File: config.mk
export PLATFORM = sky130hd
export DESIGN_NAME = fifo_uart_tx_flat
export DESIGN_NICKNAME = d
export VERILOG_FILES = /design/src/rtl/uart_tx_pkg.sv /design/src/rtl/fifo_uart_tx_if.sv /design/src/rtl/baud_tick_gen.sv /design/src/rtl/fifo_uart_tx.sv /design/src/flat_wrapper.sv
export SDC_FILE = /design/constraint.sdc
export NUM_CORES = 1
export LEC_CHECK = 0
export CORE_MARGIN = 3
export CORE_UTILIZATION = 60
export DETAILED_ROUTE_END_ITERATION = 8
export PLACE_DENSITY = 0.82
export SLEW_MARGIN = 20
export SYNTH_ARGS = -nofsm -noshare
export SYNTH_HDL_FRONTEND = slang
export SYNTH_SLANG_ARGS = --single-unit
File: constraint.sdc
create_clock -name clk -period 2.69 [get_ports clk]
set_input_delay 0.4035 -clock clk [delete_from_list [all_inputs] [get_ports clk]]
set_output_delay 0.4035 -clock clk [all_outputs]
set_load 0.01 [all_outputs]
File: src/rtl/uart_tx_pkg.sv
// -----------------------------------------------------------------------------
// uart_tx_pkg
// Shared types and helpers for the FIFO-draining UART transmitter.
//   state_e        : transmitter FSM states (PARITY only used when the
//                    UART_TX_PARITY_EN macro is defined)
//   IDLE_LEVEL     : serial line level while no frame is on the wire
//   calc_baud_div  : clocks per bit, integer-truncated
// -----------------------------------------------------------------------------
package uart_tx_pkg;

    typedef enum logic [2:0] {
        IDLE,
        POP,
        LOAD,
        START,
        DATA,
        PARITY,
        STOP
    } state_e;

    localparam logic IDLE_LEVEL = 1'b1;

    function automatic int calc_baud_div(input int clk_freq, input int baud);
        return clk_freq / baud;
    endfunction

endpackage

File: src/rtl/fifo_uart_tx_if.sv
// -----------------------------------------------------------------------------
// fifo_uart_tx_if
// Bundles the FIFO pop-side handshake and the serial line outputs.
//   i_fifo_empty : FIFO empty flag
//   i_fifo_data  : FIFO registered read data (valid the cycle after a pop)
//   o_fifo_pop   : one-cycle pop request per frame
//   o_tx         : serial line, idle high
//   o_tx_busy    : frame in progress (POP through STOP)
//   o_tx_done    : one-cycle pulse on the last clock of the stop bit
// Modports: master = transmitter side, slave = FIFO / line side.
// -----------------------------------------------------------------------------
interface fifo_uart_tx_if #(
    parameter int BIT_WIDTH = 8
);

    logic                 i_fifo_empty;
    logic [BIT_WIDTH-1:0] i_fifo_data;
    logic                 o_fifo_pop;
    logic                 o_tx;
    logic                 o_tx_busy;
    logic                 o_tx_done;

    modport master (
        input  i_fifo_empty,
        input  i_fifo_data,
        output o_fifo_pop,
        output o_tx,
        output o_tx_busy,
        output o_tx_done
    );

    modport slave (
        output i_fifo_empty,
        output i_fifo_data,
        input  o_fifo_pop,
        input  o_tx,
        input  o_tx_busy,
        input  o_tx_done
    );

endinterface

File: src/rtl/baud_tick_gen.sv
// -----------------------------------------------------------------------------
// baud_tick_gen
// Bit-period counter. Counts 0..BAUD_DIV-1 while enabled and wraps; the tick
// is high on the last count of each bit period.
//   clk   : system clock
//   reset : asynchronous active-low reset
//   en    : count enable (a frame bit is on the wire)
//   clr   : synchronous clear, dominates en
//   tick  : last clock of the current bit period
// -----------------------------------------------------------------------------
module baud_tick_gen #(
    parameter int BAUD_DIV = 10
) (
    input  logic clk,
    input  logic reset,
    input  logic en,
    input  logic clr,
    output logic tick
);

    localparam int CNT_W = (BAUD_DIV > 1) ? $clog2(BAUD_DIV) : 1;
    localparam logic [CNT_W-1:0] LAST = CNT_W'(BAUD_DIV - 1);

    logic [CNT_W-1:0] cnt_q;
    logic [CNT_W-1:0] cnt_d;

    // NOTE: every variable driven in always_comb gets a default first, so no
    // path through the block leaves it unassigned and no latch is inferred.
    always_comb begin
        cnt_d = cnt_q;
        if (clr) begin
            cnt_d = '0;
        end else if (en) begin
            cnt_d = (cnt_q == LAST) ? '0 : cnt_q + 1'b1;
        end
    end

    // NOTE: flops use non-blocking assignments so all registers update from
    // the same pre-edge values, matching hardware regardless of block order.
    always_ff @(posedge clk or negedge reset) begin
        if (!reset) begin
            cnt_q <= '0;
        end else begin
            cnt_q <= cnt_d;
        end
    end

    // en comes from the FSM state register, so tick has no input-to-output path.
    assign tick = en && (cnt_q == LAST);

endmodule

File: src/rtl/fifo_uart_tx.sv
// -----------------------------------------------------------------------------
// fifo_uart_tx
// Drains a byte FIFO from its pop side and sends each word as a UART frame:
// start bit, BIT_WIDTH data bits LSB first, optional even parity, stop bit.
// Optional feature macro: UART_TX_PARITY_EN (adds an even-parity bit).
// Ports:
//   clk   : system clock, rising edge
//   reset : asynchronous active-low reset
//   bus   : fifo_uart_tx_if.master (FIFO handshake + serial line outputs)
// Parameters: CLK_FREQ (Hz), BAUD (bit/s), BIT_WIDTH (data bits per frame).
// -----------------------------------------------------------------------------
module fifo_uart_tx
    import uart_tx_pkg::*;
#(
    parameter int CLK_FREQ  = 100_000_000,
    parameter int BAUD      = 9600,
    parameter int BIT_WIDTH = 8
) (
    input  logic           clk,
    input  logic           reset,
    fifo_uart_tx_if.master bus
);

    localparam int BAUD_DIV = calc_baud_div(CLK_FREQ, BAUD);
    localparam int IDX_W    = (BIT_WIDTH > 1) ? $clog2(BIT_WIDTH) : 1;
    localparam logic [IDX_W-1:0] LAST_BIT = IDX_W'(BIT_WIDTH - 1);

    state_e               state_q;
    state_e               state_d;
    logic [BIT_WIDTH-1:0] shift_q;
    logic [BIT_WIDTH-1:0] shift_d;
    logic [IDX_W-1:0]     bit_idx_q;
    logic [IDX_W-1:0]     bit_idx_d;
`ifdef UART_TX_PARITY_EN
    logic                 parity_q;
    logic                 parity_d;
`endif

    logic baud_en;
    logic baud_clr;
    logic bit_tick;

    // The counter runs only while a frame bit is on the wire and is cleared
    // in LOAD so the start bit always gets a full period.
    assign baud_en  = state_q inside {START, DATA, PARITY, STOP};
    assign baud_clr = (state_q == LOAD);

    baud_tick_gen #(
        .BAUD_DIV (BAUD_DIV)
    ) u_baud_tick_gen (
        .clk   (clk),
        .reset (reset),
        .en    (baud_en),
        .clr   (baud_clr),
        .tick  (bit_tick)
    );

    // Next-state and datapath updates.
    always_comb begin
        state_d   = state_q;
        shift_d   = shift_q;
        bit_idx_d = bit_idx_q;
`ifdef UART_TX_PARITY_EN
        parity_d  = parity_q;
`endif
        unique case (state_q)
            IDLE: begin
                // empty is only looked at here; mid-frame changes are ignored.
                if (!bus.i_fifo_empty) begin
                    state_d = POP;
                end
            end
            POP: begin
                state_d = LOAD;
            end
            LOAD: begin
                // Read data is registered in the FIFO: valid one cycle after pop.
                shift_d   = bus.i_fifo_data;
                bit_idx_d = '0;
`ifdef UART_TX_PARITY_EN
                parity_d  = ^bus.i_fifo_data;
`endif
                state_d   = START;
            end
            START: begin
                if (bit_tick) begin
                    state_d = DATA;
                end
            end
            DATA: begin
                if (bit_tick) begin
                    shift_d = shift_q >> 1;
                    if (bit_idx_q == LAST_BIT) begin
                        bit_idx_d = '0;
`ifdef UART_TX_PARITY_EN
                        state_d   = PARITY;
`else
                        state_d   = STOP;
`endif
                    end else begin
                        bit_idx_d = bit_idx_q + 1'b1;
                    end
                end
            end
`ifdef UART_TX_PARITY_EN
            PARITY: begin
                if (bit_tick) begin
                    state_d = STOP;
                end
            end
`endif
            STOP: begin
                if (bit_tick) begin
                    state_d = IDLE;
                end
            end
            default: begin
                state_d = IDLE;
            end
        endcase
    end

    // Outputs decode the state register and datapath flops only.
    always_comb begin
        bus.o_tx       = IDLE_LEVEL;
        bus.o_fifo_pop = 1'b0;
        bus.o_tx_busy  = (state_q != IDLE);
        bus.o_tx_done  = 1'b0;
        unique case (state_q)
            POP:    bus.o_fifo_pop = 1'b1;
            START:  bus.o_tx       = 1'b0;
            DATA:   bus.o_tx       = shift_q[0];
`ifdef UART_TX_PARITY_EN
            PARITY: bus.o_tx       = parity_q;
`endif
            STOP: begin
                bus.o_tx      = IDLE_LEVEL;
                bus.o_tx_done = bit_tick;
            end
            default: ;
        endcase
    end

    // NOTE: the shift register is datapath, but it is reset along with the
    // control state so a frame aborted by reset leaves nothing stale behind.
    always_ff @(posedge clk or negedge reset) begin
        if (!reset) begin
            state_q   <= IDLE;
            shift_q   <= '0;
            bit_idx_q <= '0;
`ifdef UART_TX_PARITY_EN
            parity_q  <= 1'b0;
`endif
        end else begin
            state_q   <= state_d;
            shift_q   <= shift_d;
            bit_idx_q <= bit_idx_d;
`ifdef UART_TX_PARITY_EN
            parity_q  <= parity_d;
`endif
        end
    end

endmodule

File: src/flat_wrapper.sv
// flat-port wrapper written by rule: the top's interface ports become plain ports
module fifo_uart_tx_flat import uart_tx_pkg::*;
#(
    parameter int CLK_FREQ  = 100_000_000,
    parameter int BAUD      = 9600,
    parameter int BIT_WIDTH = 8
)
  (clk, reset, bus_i_fifo_empty, bus_i_fifo_data, bus_o_fifo_pop, bus_o_tx, bus_o_tx_busy, bus_o_tx_done);
  fifo_uart_tx_if #(.BIT_WIDTH(BIT_WIDTH)) bus_i ();
  input  logic clk;
  input  logic reset;
  input wire logic [$bits(bus_i.i_fifo_empty)-1:0] bus_i_fifo_empty;
  input wire logic [$bits(bus_i.i_fifo_data)-1:0] bus_i_fifo_data;
  output wire logic [$bits(bus_i.o_fifo_pop)-1:0] bus_o_fifo_pop;
  output wire logic [$bits(bus_i.o_tx)-1:0] bus_o_tx;
  output wire logic [$bits(bus_i.o_tx_busy)-1:0] bus_o_tx_busy;
  output wire logic [$bits(bus_i.o_tx_done)-1:0] bus_o_tx_done;
  assign bus_i.i_fifo_empty = bus_i_fifo_empty;
  assign bus_i.i_fifo_data = bus_i_fifo_data;
  assign bus_o_fifo_pop = bus_i.o_fifo_pop;
  assign bus_o_tx = bus_i.o_tx;
  assign bus_o_tx_busy = bus_i.o_tx_busy;
  assign bus_o_tx_done = bus_i.o_tx_done;
  fifo_uart_tx #(.CLK_FREQ(CLK_FREQ), .BAUD(BAUD), .BIT_WIDTH(BIT_WIDTH)) u_core (.clk(clk), .reset(reset), .bus(bus_i));
endmodule
# ---- Word-level counts from Yosys, hierarchy flattened
# Cells that the tools add are included.
# W data, S select, Z words.
dict set report word_totals {
  out_inout_bits 4
  in_bits 11
  reg_bits 28
  word_cells 44
}
dict set report classes {
  addsub 2
  n_reduce_logical 8
  n_eq_ne 13
  muxes 17
}
# cell count
set op_table {}
lappend op_table {{$mux W14} 3}
lappend op_table {{$mux W3} 7}
lappend op_table {{$pmux W3 S6} 1}
lappend op_table {{$pmux W8 S2} 1}
lappend op_table {{$add A14 B1 Y14 const B} 1}
lappend op_table {{$eq A14 B14 Y1 const B} 1}
lappend op_table {{$eq A3 B3 Y1 const B} 4}
lappend op_table {{$mux W8} 1}
lappend op_table {{$eq A3 B2 Y1 const B} 2}
lappend op_table {{$ne A2 B1 Y1 const B} 3}
lappend op_table {{$pmux W3 S2} 1}
lappend op_table {{$reduce_and A5 Y1} 1}
lappend op_table {{$ne A2 B2 Y1 const B} 2}
lappend op_table {{$reduce_bool A2 Y1} 2}
lappend op_table {{$reduce_bool A4 Y1} 1}
lappend op_table {{$add A3 B1 Y3 const B} 1}
lappend op_table {{$eq A3 B1 Y1 const B} 1}
lappend op_table {{$logic_not A3 Y1} 1}
lappend op_table {{$reduce_bool A3 Y1} 1}
lappend op_table {{$mux W1} 2}
lappend op_table {{$pmux W1 S2} 1}
lappend op_table {{$reduce_and A2 Y1} 1}
lappend op_table {{$logic_and A1 B1 Y1} 1}

# ---- Depth between registers and ports, before layout
# Gate-level depths: netlist of run 1.
dict set report depth {
  word_depth 5
  depth_mapped 7
  ltp_nobuf 6
}

# ---- Cells and area by module
# From an unflattened synthesis of run 1, not the netlist that was laid out.
dict set report unflattened {
  cells_unflattened 151
  area_unflattened_um2 1585.3
}
# module cells_each instances area_each_um2 seq_area_each_um2
set modules_own_cells {}
lappend modules_own_cells {baud_tick_gen 82 1 799.5 350.3}
lappend modules_own_cells {fifo_uart_tx 69 1 785.8 350.3}

# ---- Worst setup path before layout of run 1
# OpenSTA, ideal clock, no wires.
dict set report synth_path {
  kind {register to output}
  startpoint {register u_core.u_baud_tick_gen.cnt_q[0]}
  endpoint {output port bus_o_tx_done}
  slack_ps 830
  path_buffers 1
  arrival_time_ps 1456
  t_required_ps 2287
  stages_incl_launch_ff 6
  cell_sequence {dfrtp_1 ha_1 and3_2 nand4b_2 clkbuf_8 nor3_1}
}
dict set report synth_via {
  elab_chain_cells 3
}
# element line_no
set synth_rtl {}
lappend synth_rtl {{from (decl)} baud_tick_gen.sv:24} ;# logic [CNT_W-1:0] cnt_q;
lappend synth_rtl {{from (signal assigned)} baud_tick_gen.sv:44} ;# cnt_q <= cnt_d;
lappend synth_rtl {{$eq A14 B14 Y1} baud_tick_gen.sv:49} ;# assign tick = en && (cnt_q == LAST);
lappend synth_rtl {{$logic_and A1 B1 Y1} baud_tick_gen.sv:49}
lappend synth_rtl {{$mux W1} fifo_uart_tx.sv:129} ;# unique case (state_q)
lappend synth_rtl {{to (decl)} flat_wrapper.sv:17} ;# output wire logic [$bits(bus_i.o_tx_done)-1:0] bus_o_tx_done;
# Every way passes these cells.

# ---- Final worst setup path of run 1
# Same ends and word-level chain as after synthesis.

==> run metrics, run 1 <==
outcome finished clean; Clk Tree Root Cell sky130_fd_sc_hd__clkbuf_4; path depth of the worst reg2reg path 7; switching share of total power 19.3%; overall power after layout 0.744 mW; crit path launch type flip-flop; nets 208; internal power 0.600 mW; antenna cells 0; Routed WL 3.69 mm; overflow left after global routing 0; Post-Route Setup TNS 0 ns; starting density of the core 66.7%; area of the mapped netlist 0.00174 mm²; vertical die dimension 59.9 µm; setup slack of the worst register-to-register path 0.56 ns; reported max-cap violation count 0; overall via count from detail_route 1445; Final Hold Viols 0; Max Transition Viols Final 0; NetSw 0.144 mW; # setup viols final 0; synth-to-layout area growth 11.1%; endpoint type of the worst setup path output port; Die Footprint 0.00359 mm²; most common cell after layout, fill and taps aside sky130_fd_sc_hd__dfrtp_1; type of the most critical hold path in -> async; Die Span X 59.9 µm; fillcell total 199; global-route usage over all layers 23.6%; proportion of layout cells with a drive suffix above 1 18.1%; clock slew at the register clock pins of the worst setup and hold paths 0.15 ns; total power per unit cell area 384 mW/mm²; First-pass DRT Iterations 4; category of the most critical setup path reg -> out; antenna viol nets, final 0; portion of the post-synthesis area used by sequential elements 40.2%; Final min period 2.56 ns; total clock buffers created by CTS 3; Clock Skew 0.00444 ns; warning count from the yosys run 0; Critical Path End bus_o_tx_done; number of instances in the synthesized netlist 179; startpoint of the most critical register-to-register path u_core.u_baud_tick_gen.cnt_q[0]$_DFFE_PN0P_; multi-input gate area in the final layout 941 µm²; sequential power share 57.8%; Arrival @ worst endpoint 2.15 ns; average routed wire per standard cell 16.6 µm; count of pins on the block boundary 15; Clock Path Buffers 2; critical path data required time 2.29 ns; average vias per placed instance 6.48; IR drop worst, VDD 0.583 mV; critical-path maximum fanout 5; combinational share of power 4.7%; Final period util 95.0%; total core area 0.00261 mm²; deepest level of the CTS H-tree 1; cell leakage power 0.804 nW; gpl congestion 0.859; detailed router's first-iteration violation count 74; count of unresolved DRC violations after routing 0; number of antenna violations at the first check in global routing 0; Rel. slew slack 52.1%; clock sink count 28; worst slew pin tran 0.714 ns; vias in the first global route 1412; number of enable-type register cells in the synthesized netlist 0; Synth Flop Type sky130_fd_sc_hd__dfrtp_1; flop and latch count out of synthesis 28; Post-Syn Area per Cell 9.73 µm²; first-pass GRT wire length 6.37 mm; clock share of power 37.4%; TritonCTS clock tree built; Achievable Freq 391 MHz; largest net degree at the start of global routing 29; synthesized net count 193; standard-cell rows 18; Worst-Skew Late Latency 0.34 ns; worst r2r dst u_core.shift_q[6]$_DFFE_PN0P_; number of library cell types mapped by synthesis 52; area taken by flip-flops and latches 703 µm²; Detailed Place HPWL 2.65 mm; Async S/R FF share, synth 100%; most frequent cells in the layout sky130_fd_sc_hd__dfrtp_1, sky130_fd_sc_hd__nand2_1, sky130_fd_sc_hd__mux2_2, sky130_fd_sc_hd__clkdlybuf4s50_1, sky130_fd_sc_hd__nor2_1; CP Launch Point u_core.u_baud_tick_gen.cnt_q[0]$_DFFE_PN0P_; count of input and output buffers 14
[worst min path at each step]
| stage | startpoint | endpoint | slack [ns] |
|---|---|---|---|
| 3_3_place_gp | u_core.shift_q[6]$_DFFE_PN0P_ | u_core.shift_q[6]$_DFFE_PN0P_ | 0.48 |
| 5_1_grt | reset | u_core.bit_idx_q[1]$_DFFE_PN0P_ | 0.43 |
| 2_1_floorplan | reset | u_core.bit_idx_q[0]$_DFFE_PN0P_ | 0.11 |
| 6_report | reset | u_core.bit_idx_q[1]$_DFFE_PN0P_ | 0.42 |
| 4_1_cts | reset | u_core.bit_idx_q[1]$_DFFE_PN0P_ | 0.43 |
| 3_5_place_dp | u_core.shift_q[3]$_DFFE_PN0P_ | u_core.shift_q[3]$_DFFE_PN0P_ | 0.49 |
[layout make-up]
type	instances	area share, %
clock buffers	3	1.16
flip-flops and latches	28	36.4
clock inverters	1	1.55
multi-input cells	135	48.6
inverters	8	1.55
well taps	30	1.94
repair buffers	18	8.80
[state kept, by name, indices dropped and copies added, names as in the netlist]
signal	cells
u_core.state_q	3
u_core.bit_idx_q	3
u_core.u_baud_tick_gen.cnt_q	14
u_core.shift_q	8
[power groups by stage]
| stage | registers (mW) | logic (mW) | clock network (mW) |
|---|---|---|---|
| 5_1_grt | 0.431 | 0.0391 | 0.296 |
| 3_5_place_dp | 0.438 | 0.0359 | 0 |
| 3_3_place_gp | 0.438 | 0.0346 | 0 |
| 4_1_cts | 0.430 | 0.0362 | 0.282 |
| 2_1_floorplan | 0.437 | 0.0107 | 0 |
| 6_report | 0.430 | 0.0351 | 0.278 |
[synthesized netlist by cell type, types with 2 or more instances]
library cell                 n  area share, %
sky130_fd_sc_hd__a21oi_1    11            3.2
sky130_fd_sc_hd__nand2_1    18            3.9
sky130_fd_sc_hd__mux2_2     14            9.1
sky130_fd_sc_hd__o31ai_1     2           0.86
sky130_fd_sc_hd__ha_1        3            2.2
sky130_fd_sc_hd__o211ai_1    2           0.86
sky130_fd_sc_hd__xor2_1      3            1.5
sky130_fd_sc_hd__dfrtp_1    28             40
sky130_fd_sc_hd__a211oi_1    2           0.86
sky130_fd_sc_hd__nand4_1     3            1.1
sky130_fd_sc_hd__buf_6       4            2.6
sky130_fd_sc_hd__nor2_1     12            2.6
sky130_fd_sc_hd__nor3_1      8            2.3
sky130_fd_sc_hd__o2bb2ai_1   4            2.0
sky130_fd_sc_hd__and3_1      2           0.72
sky130_fd_sc_hd__nand3_1    10            2.9
sky130_fd_sc_hd__inv_1       7            1.5
sky130_fd_sc_hd__o21ai_0    10            2.9
sky130_fd_sc_hd__nor4_1      3            1.1
[worst max-delay path, cell delays in order (launching register included)]
cell and delay (ns):
sky130_fd_sc_hd__dfrtp_1 0.44, sky130_fd_sc_hd__ha_2 0.27, sky130_fd_sc_hd__and3_2 0.25, sky130_fd_sc_hd__nand4b_2 0.13
sky130_fd_sc_hd__nor3_1 0.15, sky130_fd_sc_hd__clkdlybuf4s50_1 0.57
[routing by layer]
layer  track usage (%)  wire (µm)  vias up
li1                  -          -      688
met1              31.4       1620      696
met2              37.2       1780       55
met3              5.62        246        6
met4              9.18         46        0
met5                 0          0        -
[logic make-up after synthesis]
| family | synth area share (%) |
|---|---|
| AND/OR/NAND/NOR | 22.8 |
| flip-flops | 40.2 |
| multiplexers | 9.63 |
| AO/OA/AOI/OAI | 17.2 |
| XOR/XNOR | 2.01 |
| buffers and inverters | 5.89 |
| adder cells (fa/ha/maj) | 2.16 |
[what timing repair did]
item,in CTS,in global routing
endpoints found under the setup margin,0,2
hold buffers,0,0
setup buffers,0,0
gates resized for setup,0,3
[metrics by stage]
step,hold WS (ns),cells,setup WS [ns],utilization [%],cell area (µm²)
2_1_floorplan,0.108,179,0.830,-,1740
3_3_place_gp,0.483,219,0.523,71.8,1880
3_5_place_dp,0.487,219,0.472,71.8,1880
4_1_cts,0.427,223,0.0586,73.9,1930
5_1_grt,0.428,223,-0.00560,74.0,1930
6_report,0.415,223,0.134,74.0,1930
No activity file was read; power rests on OpenSTA's default activity.
==> run 2, diff against run 1 <==
Settings changed: PLACE_DENSITY 0.82 to 0.83, SYNTH_HIERARCHICAL from default to 1.
==> run metrics, run 2 <==
number of instances in the synthesized netlist 151; vertical die dimension 57.4 µm; Clk Tree Root Cell sky130_fd_sc_hd__clkbuf_4; antenna cells 0; cell leakage power 0.849 nW; Max Transition Viols Final 0; Post-Syn Area per Cell 10.5 µm²; standard-cell rows 18; adder and majority cell fraction of the synthesized area 3.16%; Final min period 2.52 ns; critical path data required time 2.29 ns; number of library cell types mapped by synthesis 42; Async S/R FF share, synth 100%; endpoint type of the worst setup path output port; nets 189; maximum cell stage delay along the critical path 0.56 ns; cell type contributing the most total cell area after synthesis sky130_fd_sc_hd__dfrtp_1; flop and latch count out of synthesis 28; area taken by flip-flops and latches 701 µm²; largest net degree at the start of global routing 29; gpl congestion 0.902; starting density of the core 63.4%; antenna viol nets, final 0; most common cell after layout, fill and taps aside sky130_fd_sc_hd__dfrtp_1; hold buffer count at cts 0; clock sink count 28; Routed WL 3.26 mm; TritonCTS clock tree built; clock slew at the register clock pins of the worst setup and hold paths 0.15 ns; Finished Core Util 74.4%; average routed wire per standard cell 16.1 µm; fillcell total 169; deepest level of the CTS H-tree 1; total core area 0.00250 mm²; Routed met1 length 1.36 mm; proportion of layout cells with a drive suffix above 1 19.7%; First-pass DRT Iterations 4; max FFs per register 14; reported max-cap violation count 0; cell types occupying the most area after synthesis sky130_fd_sc_hd__dfrtp_1, sky130_fd_sc_hd__mux2_2, sky130_fd_sc_hd__xnor2_1; number of antenna violations at the first check in global routing 0; met3 layer wire length in the routed design 154 µm; Final period util 93.6%; worst r2r dst u_core/shift_q[1]$_DFFE_PN0P_; first-pass GRT wire length 5.51 mm; Achievable Freq 397 MHz; portion of the post-synthesis area used by sequential elements 44.2%; category of the most critical setup path reg -> out; Worst-Skew Late Latency 0.33 ns; worst slew pin tran 0.488 ns; vias in the first global route 1222; slowest cell on the critical path sky130_fd_sc_hd__or4_4; average vias per placed instance 6.24; multi-input gate area in the final layout 852 µm²; type of the most critical hold path in -> async; unrepaired setup endpoints after global routing no; Detailed Place HPWL 2.35 mm; most numerous cell in the Yosys netlist sky130_fd_sc_hd__dfrtp_1; global-route usage over all layers 21.6%; complex-gate fraction of the synthesized area 10.8%; synth-to-layout area growth 17.4%; warning count from the yosys run 6; Final Hold Viols 0; overflow left after global routing 0; post-synthesis simple-gate area fraction 22.7%; count of pins on the block boundary 15; Die Footprint 0.00329 mm²; Post-Route Setup TNS 0 ns; synth cell count leaders sky130_fd_sc_hd__dfrtp_1, sky130_fd_sc_hd__mux2_2, sky130_fd_sc_hd__nand2_1, sky130_fd_sc_hd__nor2_1; largest registers u_core/u_baud_tick_gen/cnt_q: 14 flops, u_core/shift_q: 8 flops; total power per unit cell area 398 mW/mm²; crit path launch type flip-flop; detailed router's first-iteration violation count 56; cell type group with the largest total delay on the critical path simple AND/OR/NAND/NOR gates; startpoint of the most critical register-to-register path u_core/u_baud_tick_gen/cnt_q[6]$_DFFE_PN0P_; setup slack of the worst register-to-register path 0.42 ns; total clock buffers created by CTS 3; path depth of the worst reg2reg path 7; register name with the most flops u_core/u_baud_tick_gen/cnt_q; area of the mapped netlist 0.00159 mm²; count of input and output buffers 14; count of unresolved DRC violations after routing 0; critical-path cell list or4_4, nor4_4, and2_4, and3_1, dlygate4sd2_1; critical-path maximum fanout 5; Synth Flop Type sky130_fd_sc_hd__dfrtp_1; uppermost signal routing layer after detailed routing met4; number of enable-type register cells in the synthesized netlist 0; Clock Path Buffers 2; combinational family with the most area after synthesis simple AND/OR/NAND/NOR gates; synthesized net count 166; overall via count from detail_route 1267; Clock Skew 0.00801 ns; Die Span X 57.4 µm; buffers and inverters on the worst path 1; metal2 WL 1.73 mm; most frequent cells in the layout sky130_fd_sc_hd__dfrtp_1, sky130_fd_sc_hd__mux2_2, sky130_fd_sc_hd__clkdlybuf4s50_1; Arrival @ worst endpoint 2.11 ns; post-synthesis mux area share 12.0%; outcome finished clean; Rel. slew slack 67.4%; fraction of synthesized cell area taken by the top area cell type 44.2%; # setup viols final 0; IR drop worst, VDD 0.321 mV; xor/xnor cell area share of the yosys netlist 4.97%
run 2: changes by cell type after synthesis, moves of 5 or more:
cell / before / now
sky130_fd_sc_hd__nand2b_1: 0 / 5
sky130_fd_sc_hd__o21ai_0: 10 / 2
sky130_fd_sc_hd__xnor2_1: 1 / 6
sky130_fd_sc_hd__nand2_1: 18 / 11
sky130_fd_sc_hd__a21oi_1: 11 / 3
run 2: worst max path at each step:
stage                                                start                              end  slack [ns]  cells after the start
4_1_cts        u_core/u_baud_tick_gen/cnt_q[6]$_DFFE_PN0P_                    bus_o_tx_done        0.15                      5
5_1_grt        u_core/u_baud_tick_gen/cnt_q[6]$_DFFE_PN0P_                    bus_o_tx_done        0.06                      5
3_3_place_gp   u_core/u_baud_tick_gen/cnt_q[4]$_DFFE_PN0P_                    bus_o_tx_done        0.28                      5
6_report       u_core/u_baud_tick_gen/cnt_q[6]$_DFFE_PN0P_                    bus_o_tx_done        0.17                      5
3_5_place_dp   u_core/u_baud_tick_gen/cnt_q[4]$_DFFE_PN0P_                    bus_o_tx_done        0.22                      5
2_1_floorplan  u_core/u_baud_tick_gen/cnt_q[4]$_DFFE_PN0P_  u_core/bit_idx_q[1]$_DFFE_PN0P_        0.28                      7
run 2: power breakdown:
group | switching (mW) | total, mW | internal, mW
combinational | 0.0127 | 0.0341 | 0.0214
clock | 0.125 | 0.276 | 0.151
sequential | 0.00305 | 0.430 | 0.427
run 2: cells by family (layout without fill, tap and decap cells):
kind of cell | Yosys count | count (layout)
buffers and inverters | 9 | 31
AOI/OAI and AO/OA | 23 | 23
adders and majority gates | 4 | 4
muxes | 17 | 17
xor gates and xnor gates | 9 | 9
DFF | 28 | 28
and+or+nand+nor | 61 | 61
run 2: timing repair:
| item | 4_1_cts | 5_1_grt |
|---|---|---|
| setup buffers | 1 | 0 |
| endpoints found under the setup margin | 1 | 0 |
| gates resized for setup | 2 | 0 |
run 2: final cells by class:
type                       instances  area share, %
sequential                        28           37.7
inverter                           5           1.01
clock inverter                     1           1.61
tap                               30           2.02
timing repair buffer              22           10.7
clock buffer                       3           1.21
multi-input combinational        114           45.8
run 2: stage by stage:
stage / total power, mW / worst slack (ns) / cells / hold WS [ns] / area, µm²
global route: 0.774 / 0.0594 / 203 / 0.421 / 1860
floorplan: 0.447 / 0.281 / 151 / 0.108 / 1590
finish: 0.740 / 0.172 / 203 / 0.428 / 1860
detailed placement: 0.473 / 0.221 / 198 / 0.499 / 1800
CTS: 0.754 / 0.153 / 203 / 0.420 / 1860
global placement: 0.471 / 0.277 / 198 / 0.485 / 1800
run 2: layer usage:
metal,GRT usage [%],vias to the layer above
met2,39.4,38
met5,0,-
met4,7.28,0
li1,-,597
met1,25.6,630
met3,3.39,2
==> run 3, diff against run 2 <==
Settings changed: SLEW_MARGIN 20 to 5.
==> results of run 3 <==
The final DEF is identical to that of run 2; final timing and power are the same.
